--- src/rtl/traffic_phase_scheduler.sv ---
// Phase scheduler for a two-street intersection with latched pedestrian walk.
// Street A is the rest phase; lamps, walk and state_o decode from the state register.
module traffic_phase_scheduler #(
  parameter int unsigned CNT_W       = 8,
  parameter int unsigned T_MIN_GREEN = 5,
  parameter int unsigned T_MAX_GREEN = 20,
  parameter int unsigned T_YELLOW    = 3,
  parameter int unsigned T_ALLRED    = 1,
  parameter int unsigned T_WALK      = 6
) (
  input  logic       clk,
  input  logic       reset,
  input  logic       Sa,
  input  logic       Sb,
  input  logic       ped_req,
  output logic       Ga,
  output logic       Ya,
  output logic       Ra,
  output logic       Gb,
  output logic       Yb,
  output logic       Rb,
  output logic       walk,
  output logic       ped_pending,
  output logic [2:0] state_o
);

  typedef enum logic [2:0] {
    A_GRN   = 3'd0,
    A_YEL   = 3'd1,
    ALL_RED = 3'd2,
    B_GRN   = 3'd3,
    B_YEL   = 3'd4,
    WALK    = 3'd5
  } phase_t;

  // Timer values on the exit edge of each phase (phase of length T ends at T-1).
  localparam logic [CNT_W-1:0] MIN_G_END = CNT_W'(T_MIN_GREEN - 1);
  localparam logic [CNT_W-1:0] MAX_G_END = CNT_W'(T_MAX_GREEN - 1);
  localparam logic [CNT_W-1:0] YEL_END   = CNT_W'(T_YELLOW - 1);
  localparam logic [CNT_W-1:0] AR_END    = CNT_W'(T_ALLRED - 1);
  localparam logic [CNT_W-1:0] WALK_END  = CNT_W'(T_WALK - 1);

  phase_t           state;
  phase_t           next;
  logic [CNT_W-1:0] timer;
  logic             last_b;
  logic             from_walk;

  always_comb begin
    next = state;
    case (state)
      A_GRN: begin
        if (timer >= MIN_G_END && (Sb || ped_pending) && (!Sa || timer >= MAX_G_END))
          next = A_YEL;
      end
      A_YEL: begin
        if (timer == YEL_END) next = ALL_RED;
      end
      ALL_RED: begin
        if (timer == AR_END) begin
          if (!from_walk && ped_pending) next = WALK;
          else if (last_b)               next = A_GRN;
          else if (Sb)                   next = B_GRN;
          else                           next = A_GRN;
        end
      end
      B_GRN: begin
        if (timer >= MIN_G_END && (!Sb || ((Sa || ped_pending) && timer >= MAX_G_END)))
          next = B_YEL;
      end
      B_YEL: begin
        if (timer == YEL_END) next = ALL_RED;
      end
      WALK: begin
        if (timer == WALK_END) next = ALL_RED;
      end
      default: next = A_GRN;
    endcase
  end

  always_ff @(posedge clk) begin
    if (reset) begin
      state       <= A_GRN;
      timer       <= '0;
      ped_pending <= 1'b0;
      last_b      <= 1'b0;
      from_walk   <= 1'b0;
    end else begin
      state <= next;
      if (next != state)   timer <= '0;
      else if (timer != '1) timer <= timer + CNT_W'(1);

      // Entering WALK serves the request; clear beats a same-edge set.
      if (next == WALK && state != WALK)  ped_pending <= 1'b0;
      else if (ped_req && state != WALK) ped_pending <= 1'b1;

      if (next != state) begin
        case (state)
          A_GRN: begin
            last_b    <= 1'b0;
            from_walk <= 1'b0;
          end
          B_GRN: begin
            last_b    <= 1'b1;
            from_walk <= 1'b0;
          end
          WALK:    from_walk <= 1'b1;
          default: ;
        endcase
      end
    end
  end

  always_comb begin
    Ga   = 1'b0;
    Ya   = 1'b0;
    Ra   = 1'b0;
    Gb   = 1'b0;
    Yb   = 1'b0;
    Rb   = 1'b0;
    walk = 1'b0;
    case (state)
      A_GRN: begin
        Ga = 1'b1;
        Rb = 1'b1;
      end
      A_YEL: begin
        Ya = 1'b1;
        Rb = 1'b1;
      end
      B_GRN: begin
        Ra = 1'b1;
        Gb = 1'b1;
      end
      B_YEL: begin
        Ra = 1'b1;
        Yb = 1'b1;
      end
      WALK: begin
        Ra   = 1'b1;
        Rb   = 1'b1;
        walk = 1'b1;
      end
      default: begin
        Ra = 1'b1;
        Rb = 1'b1;
      end
    endcase
  end

  assign state_o = state;

endmodule

--- config.mk ---
export PLATFORM = sky130hd
export DESIGN_NAME = traffic_phase_scheduler
export DESIGN_NICKNAME = d
export VERILOG_FILES = /design/src/rtl/traffic_phase_scheduler.sv
export SDC_FILE = /design/constraint.sdc
export NUM_CORES = 1
export LEC_CHECK = 0
export ABC_CLOCK_PERIOD_IN_PS = 2900
export BUFFER_PORTS_ARGS = -buffer_cell sky130_fd_sc_hd__buf_2
export CAP_MARGIN = 20
export CORE_MARGIN = 2
export CORE_UTILIZATION = 58
export CTS_CLUSTER_DIAMETER = 200
export DETAILED_ROUTE_END_ITERATION = 16
export HOLD_SLACK_MARGIN = 0.15
export PLACE_DENSITY = 0.86
export REMOVE_ABC_BUFFERS = 1
export SYNTH_ARGS = -nofsm -noshare
export SYNTH_HDL_FRONTEND = slang
export SYNTH_SLANG_ARGS = --single-unit
--- constraint.sdc ---
create_clock -name clk -period 2.9 [get_ports clk]
set_input_delay 0.87 -clock clk [delete_from_list [all_inputs] [get_ports clk]]
set_output_delay 0.87 -clock clk [all_outputs]
set_load 0.02 [all_outputs]
==> results.toml <==
[sta]
final-max-slew-violation-count = 0
finalSetupTns_ps = 0
rsz0062_at_grt = "no"
setup_viol = 0
tightest_slew_ps = 477
fin_crit_ps = 2380
finClkSkew_ps = 5.23
max_freq_mhz = 420
setup_ws_ps = 518
slew_headroom_pct = 68.2
finalHoldViolCount = 0
period_share_pct = 82.1

[logic_synthesis]
async_reset_ff_share_pct = 0
syn_area_um2 = 956
synth-seq-cells = 14
synth_edf_count = 0
ys_warn_count = 0
synth-seq-area-share_pct = 29.3
synth.distinct_cells = 39
synthCells = 118
synth_area_per_cell_um2 = 8.10
synth_flop_cell = "dfxtp_1"

[global_route]
grt_pass1_vias = 786
grt_pass1_wl_mm = 3.68
grt_overflow = 0
track_usage_pct = 24.8
grt_max_degree = 16
antenna_found_initial = 0

[hold_path]
hp-class = "flip-flop to flip-flop"
hold_start = "last_b$_SDFFE_PP0P_"

[clocking]
worstSkewPairLatency_ps = 290
cts_resized = 0
hold_buffers = 0
htree_num_levels = 1
cts_tree = "yes"
clk_pin_slew_worst_paths_ps = 90
numClockSinks = 14
post-cts-setup-buffers = 0
cts-root-buf = "clkbuf_4"
cts_buffer_depth = 2
cts_made_buffers = 3

[power]
ir_worst_vdd_v = 0.000296
p_per_area_nw_per_um2 = 405
leakage_nw = 0.460

[worst_setup_path]
startpoint = "state_o[0]$_SDFF_PP0_"
startpoint_type = "flip-flop"
cp_max_fo = 13
rrSetupSlack_ps = 740
critical_path_required_ps = 2030
path_class = "flip-flop to output port"
worst_setup_path_end_kind = "output port"
timing.rr.start = "timer[0]$_SDFFE_PP0P_"
cp_data_arrival_time_ps = 1510

[route]
post_drt_wl_per_cell_um = 15.6
viasPerCell = 6.57
ant_nets = 0
drc = 0
vias = 973
drtIter0Drc = 37
wl_mm = 2.31
drtPass1Iterations = 4

[floorplan]
die_w_um = 44.6
die_h_um = 44.6
rows = 14
die-area_um2 = 1990
core_area_um2 = 1520
start_util_pct = 62.7
io_pins = 16

[place]
place_congestion = 0.875
place_area_um2 = 1030
pre_cts_ws_ps = 758
dp_hpwl_mm = 1.69
io_buffers = 15

[layout]
final_cell_area_um2 = 1070
drive_gt1_share_pct = 22.7
syn2layout_area_growth_pct = 11.6
nets = 142
antenna_cells = 0

[outcome]
run_status = "completed"

[run]
drv_cap = 0
## critical path: stages, from the launching register on
cell and delay [ps]:
dfxtp_1 620, inv_1 190, and2_1 190, nor2_1 70
buf_2 160
## final timing paths
check	to	depth (start not counted)
worst max-delay path	Rb	4
worst min-delay path	last_b$_SDFFE_PP0P_	2
worst max register to register	timer[6]$_SDFFE_PP0P_	7
worst min register to register	last_b$_SDFFE_PP0P_	2
## power by group
group          switching (W)  internal [W]   total, W  leakage, nW
logic              0.0000448     0.0000293  0.0000740        0.325
registers          0.0000148      0.000199   0.000214        0.114
clock network      0.0000673     0.0000765   0.000144       0.0210
total               0.000127      0.000305   0.000432        0.460
## final cells by class
cell class / count / area, µm²
multi-input cells: 93 / 633
fillers: 127 / 457
flip-flops and latches: 14 / 280
repair buffers: 15 / 75.1
clock buffers: 4 / 36.3
inverters: 6 / 22.5
well taps: 16 / 20.0
## cell families after synthesis
logic type	Yosys count	synth area share, %
xor gates and xnor gates	5	4.58
DFF	14	29.3
buffers and inverters	11	4.45
and+or+nand+nor	55	32.9
adders and majority gates	4	5.24
AOI/OAI and AO/OA	28	22.5
muxes	1	1.05
## through the flow
stage	cells	util (%)	power, W	hold slack [ps]
after global routing	148	70.0	0.000450	619
after CTS	148	70.0	0.000432	539
final	148	70.0	0.000432	538
after global placement	144	67.7	0.000288	525
after detailed placement	144	67.7	0.000291	508
after floorplan	113	-	0.000267	477
## routing by layer
layer	global-route usage [%]	wire, µm	part of all wire, %	vias up
met1	36.2	1020	44	444
li1	-	-	-	465
met5	0	0	0	-
met2	37.4	1040	45	56
met4	9.09	48	2.1	0
met3	2.45	206	8.9	8
## state kept, by name (all words and copies together), names as in the netlist
signal / flops
last_b: 1
ped_pending: 1
state_o: 3
from_walk: 1
timer: 8
## cell usage in the layout, fill, tap and decap left out, types with 3 or more instances in the layout
master	synthesis	final
o21ai_0	3	3
nor2b_1	3	3
inv_1	6	6
clkbuf_4	0	3
ha_1	4	4
a21oi_1	8	8
nor2_1	9	9
buf_2	1	15
nand4_1	6	6
o21ai_1	3	3
nand2_1	10	10
xor2_1	4	4
dfxtp_1	14	14
nor3_1	11	11
## synth_stat cells (2+ instances only)
library cell	count	area, µm²
dfxtp_1	14	280
nor3_1	11	55.1
nand2_1	10	37.5
nor2_1	9	33.8
a21oi_1	8	40.0
inv_1	6	22.5
nand4_1	6	37.5
ha_1	4	50.1
xor2_1	4	35.0
clkbuf_1	3	11.3
nor2b_1	3	18.8
o21ai_0	3	15.0
o21ai_1	3	15.0
a211oi_1	2	15.0
a31oi_1	2	12.5
and3_1	2	12.5
and4_1	2	17.5
nand2b_1	2	12.5
nor3_2	2	20.0
nor3b_1	2	15.0
nor4_2	2	25.0
Power figures use the tool's default switching activity.
